==> src/rtl/bisr_pkg.sv <==
// Shared types for the BISR recompute-unit scheduler.
//   state_e     : scanner FSM states
//   ru_coord_t  : (row, col) coordinate of a PE bound to a recompute unit,
//                 sized for arrays up to 256x256
//   coord_of    : row-major PE index -> (row, col)
package bisr_pkg;

  typedef enum logic [1:0] {
    S_IDLE = 2'd0,
    S_SCAN = 2'd1,
    S_DONE = 2'd2
  } state_e;

  localparam int COORD_W = 8;

  typedef struct packed {
    logic [COORD_W-1:0] row;
    logic [COORD_W-1:0] col;
  } ru_coord_t;

  function automatic ru_coord_t coord_of(input int unsigned idx, input int unsigned cols);
    ru_coord_t c;
    c.row = COORD_W'(idx / cols);
    c.col = COORD_W'(idx % cols);
    return c;
  endfunction

endpackage

==> src/rtl/ru_alloc_table.sv <==
// NUM_RU-entry table of recompute-unit bindings.
//   clk, rst      : clock, synchronous active-high reset
//   clear         : wipe every entry (start of a new allocation)
//   wr_en         : bind entry wr_ptr to (wr_row, wr_col) and mark it valid
//   valid         : per-entry bound flag
//   row, col      : flattened coordinates, entry k at [k*RW +: RW] / [k*CW +: CW]
module ru_alloc_table #(
  parameter int NUM_RU = 4,
  parameter int RW     = 2,
  parameter int CW     = 2,
  parameter int AW     = 3
) (
  input  logic                 clk,
  input  logic                 rst,
  input  logic                 clear,
  input  logic                 wr_en,
  input  logic [AW-1:0]        wr_ptr,
  input  logic [RW-1:0]        wr_row,
  input  logic [CW-1:0]        wr_col,
  output logic [NUM_RU-1:0]    valid,
  output logic [NUM_RU*RW-1:0] row,
  output logic [NUM_RU*CW-1:0] col
);

  always_ff @(posedge clk) begin
    if (rst || clear) begin
      valid <= '0;
      row   <= '0;
      col   <= '0;
    end else if (wr_en) begin
      for (int k = 0; k < NUM_RU; k++) begin
        if (wr_ptr == AW'(k)) begin
          valid[k]          <= 1'b1;
          row[k*RW +: RW]   <= wr_row;
          col[k*CW +: CW]   <= wr_col;
        end
      end
    end
  end

endmodule

==> src/rtl/ru_fault_scheduler.sv <==
// Binds faulty PEs of a ROWS x COLS array to recompute units.
// A diagnosis snapshot is scanned one PE per cycle in row-major order; the
// k-th faulty PE found is bound to RU k. Faults beyond NUM_RU stay uncovered
// and raise unrepairable.
//   clk, rst      : clock, synchronous active-high reset
//   diag_start    : accepted only in IDLE; diag_mat is captured on that edge
//   diag_mat      : bit r*COLS+c, 1 = healthy, 0 = faulty
//   busy          : scan in progress
//   map_done      : one-cycle pulse, table outputs are final from this cycle
//   ru_valid/ru_row/ru_col : per-RU binding table
//   covered_mask  : faulty PEs served by an RU
//   fault_count   : all faulty PEs found (not capped)
//   unrepairable  : fault_count > NUM_RU
//   fsm_state     : scanner state, for observation
// Handshake: diag_start is a single-cycle request with no back-pressure; it is
// taken only while busy=0 and the FSM is idle, and ignored otherwise. Table
// outputs may change while busy=1 and are only meaningful from map_done on.
module ru_fault_scheduler
  import bisr_pkg::*;
#(
  parameter int ROWS   = 4,
  parameter int COLS   = 4,
  parameter int NUM_RU = 4,
  localparam int NPE   = ROWS * COLS,
  localparam int IW    = (NPE > 1) ? $clog2(NPE) : 1,
  localparam int RW    = (ROWS > 1) ? $clog2(ROWS) : 1,
  localparam int CW    = (COLS > 1) ? $clog2(COLS) : 1,
  localparam int FW    = $clog2(NPE + 1)
) (
  input  logic                 clk,
  input  logic                 rst,
  input  logic                 diag_start,
  input  logic [NPE-1:0]       diag_mat,
  output logic                 busy,
  output logic                 map_done,
  output logic [NUM_RU-1:0]    ru_valid,
  output logic [NUM_RU*RW-1:0] ru_row,
  output logic [NUM_RU*CW-1:0] ru_col,
  output logic [NPE-1:0]       covered_mask,
  output logic [FW-1:0]        fault_count,
  output logic                 unrepairable,
  output state_e               fsm_state
);

  localparam int AW = $clog2(NUM_RU + 1);

  if (NUM_RU < 1) begin : g_bad_num_ru
    $error("ru_fault_scheduler: NUM_RU must be at least 1");
  end
  if (ROWS > 256 || COLS > 256) begin : g_bad_dims
    $error("ru_fault_scheduler: ROWS/COLS exceed coordinate width");
  end

  state_e         state, state_nxt;
  logic [NPE-1:0] snap;
  logic [IW-1:0]  idx;
  logic [AW-1:0]  alloc;

  logic start_ok, is_fault, can_alloc, last;

  assign start_ok  = (state == S_IDLE) && diag_start;
  assign is_fault  = (state == S_SCAN) && !snap[idx];
  assign can_alloc = alloc < AW'(NUM_RU);
  assign last      = idx == IW'(NPE - 1);
  assign busy      = state == S_SCAN;
  assign fsm_state = state;

  always_comb begin
    state_nxt = state;
    case (state)
      S_IDLE:  if (diag_start) state_nxt = S_SCAN;
      S_SCAN:  if (last)       state_nxt = S_DONE;
      S_DONE:                  state_nxt = S_IDLE;
      default:                 state_nxt = S_IDLE;
    endcase
  end

  // map_done is registered from the DONE state, so the pulse appears in the
  // cycle after DONE while the FSM is already back in IDLE.
  always_ff @(posedge clk) begin
    if (rst) begin
      state        <= S_IDLE;
      snap         <= '0;
      idx          <= '0;
      alloc        <= '0;
      map_done     <= 1'b0;
      covered_mask <= '0;
      fault_count  <= '0;
      unrepairable <= 1'b0;
    end else begin
      state    <= state_nxt;
      map_done <= (state == S_DONE);
      if (start_ok) begin
        snap         <= diag_mat;
        idx          <= '0;
        alloc        <= '0;
        covered_mask <= '0;
        fault_count  <= '0;
        unrepairable <= 1'b0;
      end else if (state == S_SCAN) begin
        idx <= last ? '0 : idx + 1'b1;
        if (is_fault) begin
          fault_count <= fault_count + 1'b1;
          if (can_alloc) begin
            covered_mask[idx] <= 1'b1;
            alloc             <= alloc + 1'b1;
          end else begin
            unrepairable <= 1'b1;
          end
        end
      end
    end
  end

  ru_alloc_table #(
    .NUM_RU(NUM_RU),
    .RW    (RW),
    .CW    (CW),
    .AW    (AW)
  ) u_table (
    .clk   (clk),
    .rst   (rst),
    .clear (start_ok),
    .wr_en (is_fault && can_alloc),
    .wr_ptr(alloc),
    .wr_row(RW'(coord_of(32'(idx), COLS).row)),
    .wr_col(CW'(coord_of(32'(idx), COLS).col)),
    .valid (ru_valid),
    .row   (ru_row),
    .col   (ru_col)
  );

endmodule

==> config.mk <==
export PLATFORM = sky130hd
export DESIGN_NAME = ru_fault_scheduler
export DESIGN_NICKNAME = d
export VERILOG_FILES = /design/src/rtl/bisr_pkg.sv /design/src/rtl/ru_alloc_table.sv /design/src/rtl/ru_fault_scheduler.sv
export SDC_FILE = /design/constraint.sdc
export NUM_CORES = 1
export LEC_CHECK = 0
export CAP_MARGIN = 10
export CORE_MARGIN = 4
export CORE_UTILIZATION = 65
export CTS_CLUSTER_DIAMETER = 50
export DETAILED_ROUTE_END_ITERATION = 10
export DONT_BUFFER_PORTS = 1
export PLACE_DENSITY = 0.92
export SETUP_SLACK_MARGIN = 0.4
export SLEW_MARGIN = 20
export SYNTH_ARGS = -nofsm -noshare
export SYNTH_HDL_FRONTEND = slang
export SYNTH_SLANG_ARGS = --single-unit
==> constraint.sdc <==
create_clock -name clk -period 5.45 [get_ports clk]
set_input_delay 1.09 -clock clk [delete_from_list [all_inputs] [get_ports clk]]
set_output_delay 1.09 -clock clk [all_outputs]
set_load 0.005 [all_outputs]
==> flow_summary.ini, run 1 <==
[floorplanning]
die_w_microns = 75.4
fp-row-count = 24
dieHeight_microns = 75.4
core_sq_um = 4380
initial_utilization = 0.673
boundaryPins = 65
die_area_sq_um = 5680

[critical_path]
r2r-start = idx[0]$_SDFFE_PP0N_
cp_max_fo = 14
critical_path.max_stage_delay_ns = 0.82
cp-start-kind = flip-flop
critPathSlowestCell = a21oi_1
required_ns = 5.68
reg2reg_slack_ns = 2.79
arrival_ns = 2.90
worstSetupPathType = reg2reg
crit_chain = mux2_2 -> a21oi_1 -> nand3_4 -> o41ai_1
rr_worst_depth = 4
end_kind = flip-flop
r2r-end = covered_mask[6]$_SDFFE_PP0P_

[pwr]
ir_drop_mv = 0.208
power_density_nw_per_um2 = 308
leakage_uw = 0.00130

[cells_and_area]
fill_cells = 325
syn_to_final_growth_pct = 5.98
finalNetCount = 338
multi_input_area_sq_um = 1460
fin_util = 0.713
seqCellArea_sq_um = 1360
design_area_sq_um = 3130
drive_gt1_frac = 0.115
antenna_cells = 0

[hold_path]
hp-class = reg2reg
worstHoldPathCells = 2
holdPathEnd = snap[3]$_SDFFE_PP0P_
hold_start = snap[3]$_SDFFE_PP0P_

[synthesis]
synth_top_area_frac = 0.462
yosys_warnings = 0
synth_ff_type = dfxtp_1
synth.area.top_cells = dfxtp_1 46%, nand2_1 10%, mux2i_1 7.1%
synthArstFlopShare = 0
yosysUniqueCellTypes = 39
syn-num-nets = 346
syn_avg_cell_area_sq_um = 9.30
ys_seq_area_frac = 0.462
synth_cells = 317
ys_ff_latch = 68
netlist_area_sq_um = 2950
synth_most_common_cell = nand2_1
synth.largest_area_cell = dfxtp_1
synth_edf_count = 0
synth_common_cells = 79 x nand2_1, 68 x dfxtp_1, 25 x a21oi_1

[sta]
relSlewSlack = 0.296
setup_slack_ns = 2.79
tightestPinTransition_ns = 1.06
fin_setup_tns_ns = 0
fin_crit_ns = 2.66
hold_slack_ns = 0.446
fmax_ghz = 0.376
hold_viol = 0
grt_setup_unrepaired = false
finalMaxSlewViolations = 0
finalCritPeriodShare = 0.488
skew_ns = 0.00745
setup_violations = 0

[clocking]
post_cts_resized = 0
cts_max_path_buffers = 2
worstSkewPairLatency_ns = 0.34
clk_pin_slew_worst_paths_ns = 0.07
post-cts-setup-buffers = 0
cts_hold_buffers = 0
h-tree-depth = 3
cts_made_buffers = 9
cts_root_buffer = clkbuf_8
cts.sinks = 68
cts_tree = done

[job]
drv_cap = 0

[detailed_routing]
drt_pass1_iterations = 4
drc_errors = 0
routed_via_density = 6.12
drt_iter0_markers = 144
drt_wl_total_mm = 6.37
ant_nets = 0
wl_per_cell_microns = 17.4
vias = 2239

[placement]
hpwl_mm = 4.47
placed_cell_area_sq_um = 2940
gp_congestion = 0.780
dp_slack_ns = 2.49
io_buffers = 0

[grt]
grt_util_all_layers = 0.236
grt.overflow.total = 0
antenna_found_initial = 0
grt_pass1_wl_mm = 10.1
grt_max_degree = 39
grt_pass1_vias = 2219

[outcome]
outcome = complete, no violations
==> flip-flops by register name, indices dropped and copies added, names as in the netlist <==
name / count
covered_mask: 16
snap: 16
u_table.col: 8
u_table.row: 8
fault_count: 5
idx: 4
u_table.valid: 4
alloc: 3
fsm_state: 2
map_done: 1
unrepairable: 1
==> placed cells by master, fill, tap and decap left out, types with 2 or more instances in the layout <==
cell type / count
dfxtp_1: 68
nand4_2: 4
nor3b_1: 3
a41oi_1: 8
or3_1: 4
mux2i_1: 21
clkbuf_8: 12
nor2b_1: 6
o31ai_1: 3
mux2_2: 3
inv_1: 10
nor2_1: 14
a21oi_1: 25
o41ai_2: 3
clkbuf_1: 3
ha_1: 10
o21ai_0: 2
nand4_1: 3
mux4_2: 2
a311o_1: 2
nand2b_1: 2
nor3_1: 2
buf_4: 3
o41ai_1: 4
nand2_1: 79
and3_1: 2
==> stage by stage <==
stage,instances,power [uW]
after floorplan,317,583
after global placement,350,591
after CTS,366,966
after detailed placement,350,594
after global routing,366,993
final,366,961
==> worst max-delay path, delay by kind of cell, from the launching register on <==
kind             cells  cell delay, ns
multiplexers         1            0.42
flip-flops           1            0.57
AO/OA/AOI/OAI        2            1.23
AND/OR/NAND/NOR      1            0.33
==> final cells by class <==
cell class	count	share of cell area
inverters	10	0.0120
clock buffers	15	0.0564
flip-flops and latches	68	0.436
multi-input cells	217	0.466
well taps	52	0.0208
clock inverters	1	0.00160
repair buffers	3	0.00721
==> logic make-up (layout without fill, tap and decap cells) <==
logic type      after synthesis  count (layout)  synth area share
simple gates                127             127             0.205
flops                        68              68             0.462
compound gates               52              52             0.139
buf+inv                      32              29            0.0475
mux                          27              27             0.102
fa+ha+maj                    10              10            0.0424
xor+xnor                      1               1           0.00297
==> how the worst max path moves through the flow <==
stage / start / to / slack (ns) / depth (start not counted)
6_report: idx[0]$_SDFFE_PP0N_ / covered_mask[6]$_SDFFE_PP0P_ / 2.79 / 4
3_5_place_dp: diag_start / alloc[1]$_SDFFE_PP0P_ / 2.49 / 4
2_1_floorplan: diag_start / covered_mask[0]$_SDFFE_PP0P_ / 2.81 / 7
5_1_grt: idx[0]$_SDFFE_PP0N_ / covered_mask[5]$_SDFFE_PP0P_ / 2.55 / 4
3_3_place_gp: diag_start / alloc[1]$_SDFFE_PP0P_ / 2.51 / 4
4_1_cts: idx[0]$_SDFFE_PP0N_ / covered_mask[6]$_SDFFE_PP0P_ / 2.82 / 4
==> report_power, final <==
group	internal [uW]	switching [uW]
Sequential	508	9.16
Clock	203	175
Combinational	21.8	44.6
==> metal layers <==
layer / GRT usage / wire length, microns / vias up / part of all wire
met5: 0 / 0 / - / 0
met4: 0.101 / 129 / 0 / 0.020
met3: 0.0897 / 643 / 17 / 0.10
met2: 0.387 / 3110 / 84 / 0.49
met1: 0.275 / 2490 / 1054 / 0.39
li1: - / - / 1084 / -
Power figures use the tool's default switching activity.
==> run 2: changes to the inputs <==
Settings changed: CORE_UTILIZATION 65 to 62, PLACE_DENSITY 0.92 to 0.89.
Clock period 5.45 ns to 2.7 ns, I/O delays scaled along.
==> run 2 against run 1 <==
  * Routed wire length up 3.6%
  * Worst setup slack worse by 2.2 ns
  * Register-to-register slack worse by 2.2 ns
  * Global-route usage down 0.46 points
  * Sequential share of layout area down 1.3 points
  * Largest cell class unchanged
  * Total power up 120%
  * Die area up 4.3%
  * Critical path type unchanged
  * Final cell count up 2.5%
  * Highest routed layer unchanged
  * First-iteration DRC count up 53%
  * Sequential power up 100%
  * Via count up 2.8%
  * Sequential cell count unchanged
==> flow_summary.ini, run 2 (same netlist as run 1, synthesis figures left out) <==
[cells_and_area]
layout_common_cells = 79 x nand2_1, 65 x dfxtp_1, 25 x a21oi_1, 21 x mux2i_1, 14 x nor2_1
antenna_cells = 0
top_regs = covered_mask: 16 flops, snap: 16 flops
finalNetCount = 347
final_common_cell = nand2_1
stdcell_count = 375
drive_gt1_frac = 0.155
syn_to_final_growth_pct = 9.46

[grt]
antenna_found_initial = 0
grt.overflow.total = 0
grt_pass1_vias = 2222
grt_max_degree = 26
grt_pass1_wl_mm = 10.8
grt_util_all_layers = 0.231

[detailed_routing]
drt_pass1_iterations = 4
drt_wl_total_mm = 6.60
drc_errors = 0
met3WireLength_microns = 761
routed_via_density = 6.14
vias = 2301
wl_per_cell_microns = 17.6
m1WireLength_mm = 2.61
wl_met2_mm = 3.15
ant_nets = 0
drt_iter0_markers = 220
top_layer_used = met4

[outcome]
outcome = complete, no violations

[floorplanning]
dieHeight_microns = 77.0
initial_utilization = 0.659
boundaryPins = 65
core_sq_um = 4470
fp-row-count = 24
die_w_microns = 77.0
die_area_sq_um = 5920

[critical_path]
crit_chain = mux4_2 -> a22oi_4 -> nand3_4 -> o41ai_1
arrival_ns = 2.38
r2r-end = covered_mask[4]$_SDFFE_PP0P_
required_ns = 2.93
cp_max_fo = 14
reg2reg_slack_ns = 0.55
end_kind = flip-flop
critPathSlowestCell = mux4_2
worstSetupPathType = reg2reg
cp-start-kind = flip-flop
r2r-start = idx[1]$_SDFFE_PP0N_
critical_path.max_stage_delay_ns = 0.57
critPathTopFamily = compound AO/OA/AOI/OAI gates
rr_worst_depth = 4
path_buf_inv = 0

[sta]
relSlewSlack = 0.507
hold_viol = 0
fmax_ghz = 0.466
fin_crit_ns = 2.15
fin_setup_tns_ns = 0
setup_violations = 0
skew_ns = 0.00839
finalCritPeriodShare = 0.795
finalMaxSlewViolations = 0
grt_setup_unrepaired = false
tightestPinTransition_ns = 0.738

[pwr]
clock_power_share = 0.429
ir_drop_mv = 0.402
p_total_uw = 2080
seq_power_share = 0.502
comb_power_share = 0.068
p_int_uw = 1590
sw_frac_of_total = 0.236
p_sw_uw = 491
leakage_uw = 0.00136
power_density_nw_per_um2 = 645

[clocking]
cts_max_path_buffers = 2
worstSkewPairLatency_ns = 0.34
cts.sinks = 68
cts_tree = done
cts_root_buffer = clkbuf_8
h-tree-depth = 3
cts_made_buffers = 9
clk_pin_slew_worst_paths_ns = 0.07

[placement]
dp.cells = 355
hpwl_mm = 4.50
io_buffers = 0
gp_congestion = 0.808

[job]
drv_cap = 0

[hold_path]
hold_start = rst
holdPathEnd = snap[2]$_SDFFE_PP0P_
hp-class = in2reg
worstHoldPathCells = 1
run 2: cell count changes in the layout (fill, tap and decap cells not counted), sizes merged:
cell      delta
buf          +9
clkbuf       -6
clkinv       +3
bufinv       +2
clkinvlp     +1
run 2: what timing repair did:
| action | 4_1_cts | 5_1_grt |
|---|---|---|
| endpoints found under the setup margin | 16 | 11 |
| hold buffers | 0 | 0 |
| resized for setup | 0 | 3 |
| cloned | 0 | 0 |
| pin swaps | 1 | 1 |
| buffers inserted | 1 | 3 |
run 2: worst reg2reg max path: cells and delay by family, from the launching register on:
family / cells / cell delay (ns)
AO/OA/AOI/OAI: 2 / 0.76
flip-flops: 1 / 0.45
multiplexers: 1 / 0.57
AND/OR/NAND/NOR: 1 / 0.26
run 2: metal layers:
layer	vias to the layer above	track usage
met5	-	0
met4	0	0.111
met3	6	0.115
met2	100	0.355
met1	1089	0.268
li1	1106	-
run 2: how the worst max path moves through the flow:
stage	startpoint	end	slack, ns	depth (start not counted)
floorplan	diag_start	covered_mask[0]$_SDFFE_PP0P_	0.61	7
global placement	idx[0]$_SDFFE_PP0N_	u_table.row[5]$_SDFFE_PP0P_	0.41	5
detailed placement	idx[0]$_SDFFE_PP0N_	u_table.row[5]$_SDFFE_PP0P_	0.38	5
CTS	idx[1]$_SDFFE_PP0N_	covered_mask[4]$_SDFFE_PP0P_	0.49	4
global route	idx[1]$_SDFFE_PP0N_	covered_mask[4]$_SDFFE_PP0P_	0.41	4
finish	idx[1]$_SDFFE_PP0N_	covered_mask[4]$_SDFFE_PP0P_	0.55	4
run 2: power groups by stage:
stage / registers (uW) / clock network [uW] / logic, uW
after CTS: 1040 / 913 / 141
after global placement: 1070 / 0 / 135
after detailed placement: 1070 / 0 / 139
after global routing: 1050 / 953 / 157
after floorplan: 1060 / 0 / 118
final: 1050 / 893 / 142
run 2: cell type report:
cell class	instances	area (sq um)
clock buffer	9	124
clock inverter	7	91.3
fill	325	1250
inverter	10	37.5
multi-input combinational	217	1460
sequential	68	1370
tap	52	65.1
timing repair buffer	12	90.1
run 2: metrics by stage:
stage / hold WS (ns) / cell area (sq um) / worst slack [ns] / util
detailed placement: 0.443 / 2980 / 0.384 / 0.666
global placement: 0.434 / 2980 / 0.413 / 0.666
global route: 0.239 / 3230 / 0.414 / 0.721
CTS: 0.238 / 3200 / 0.487 / 0.716
finish: 0.254 / 3230 / 0.554 / 0.721
floorplan: 0.432 / 2950 / 0.612 / -
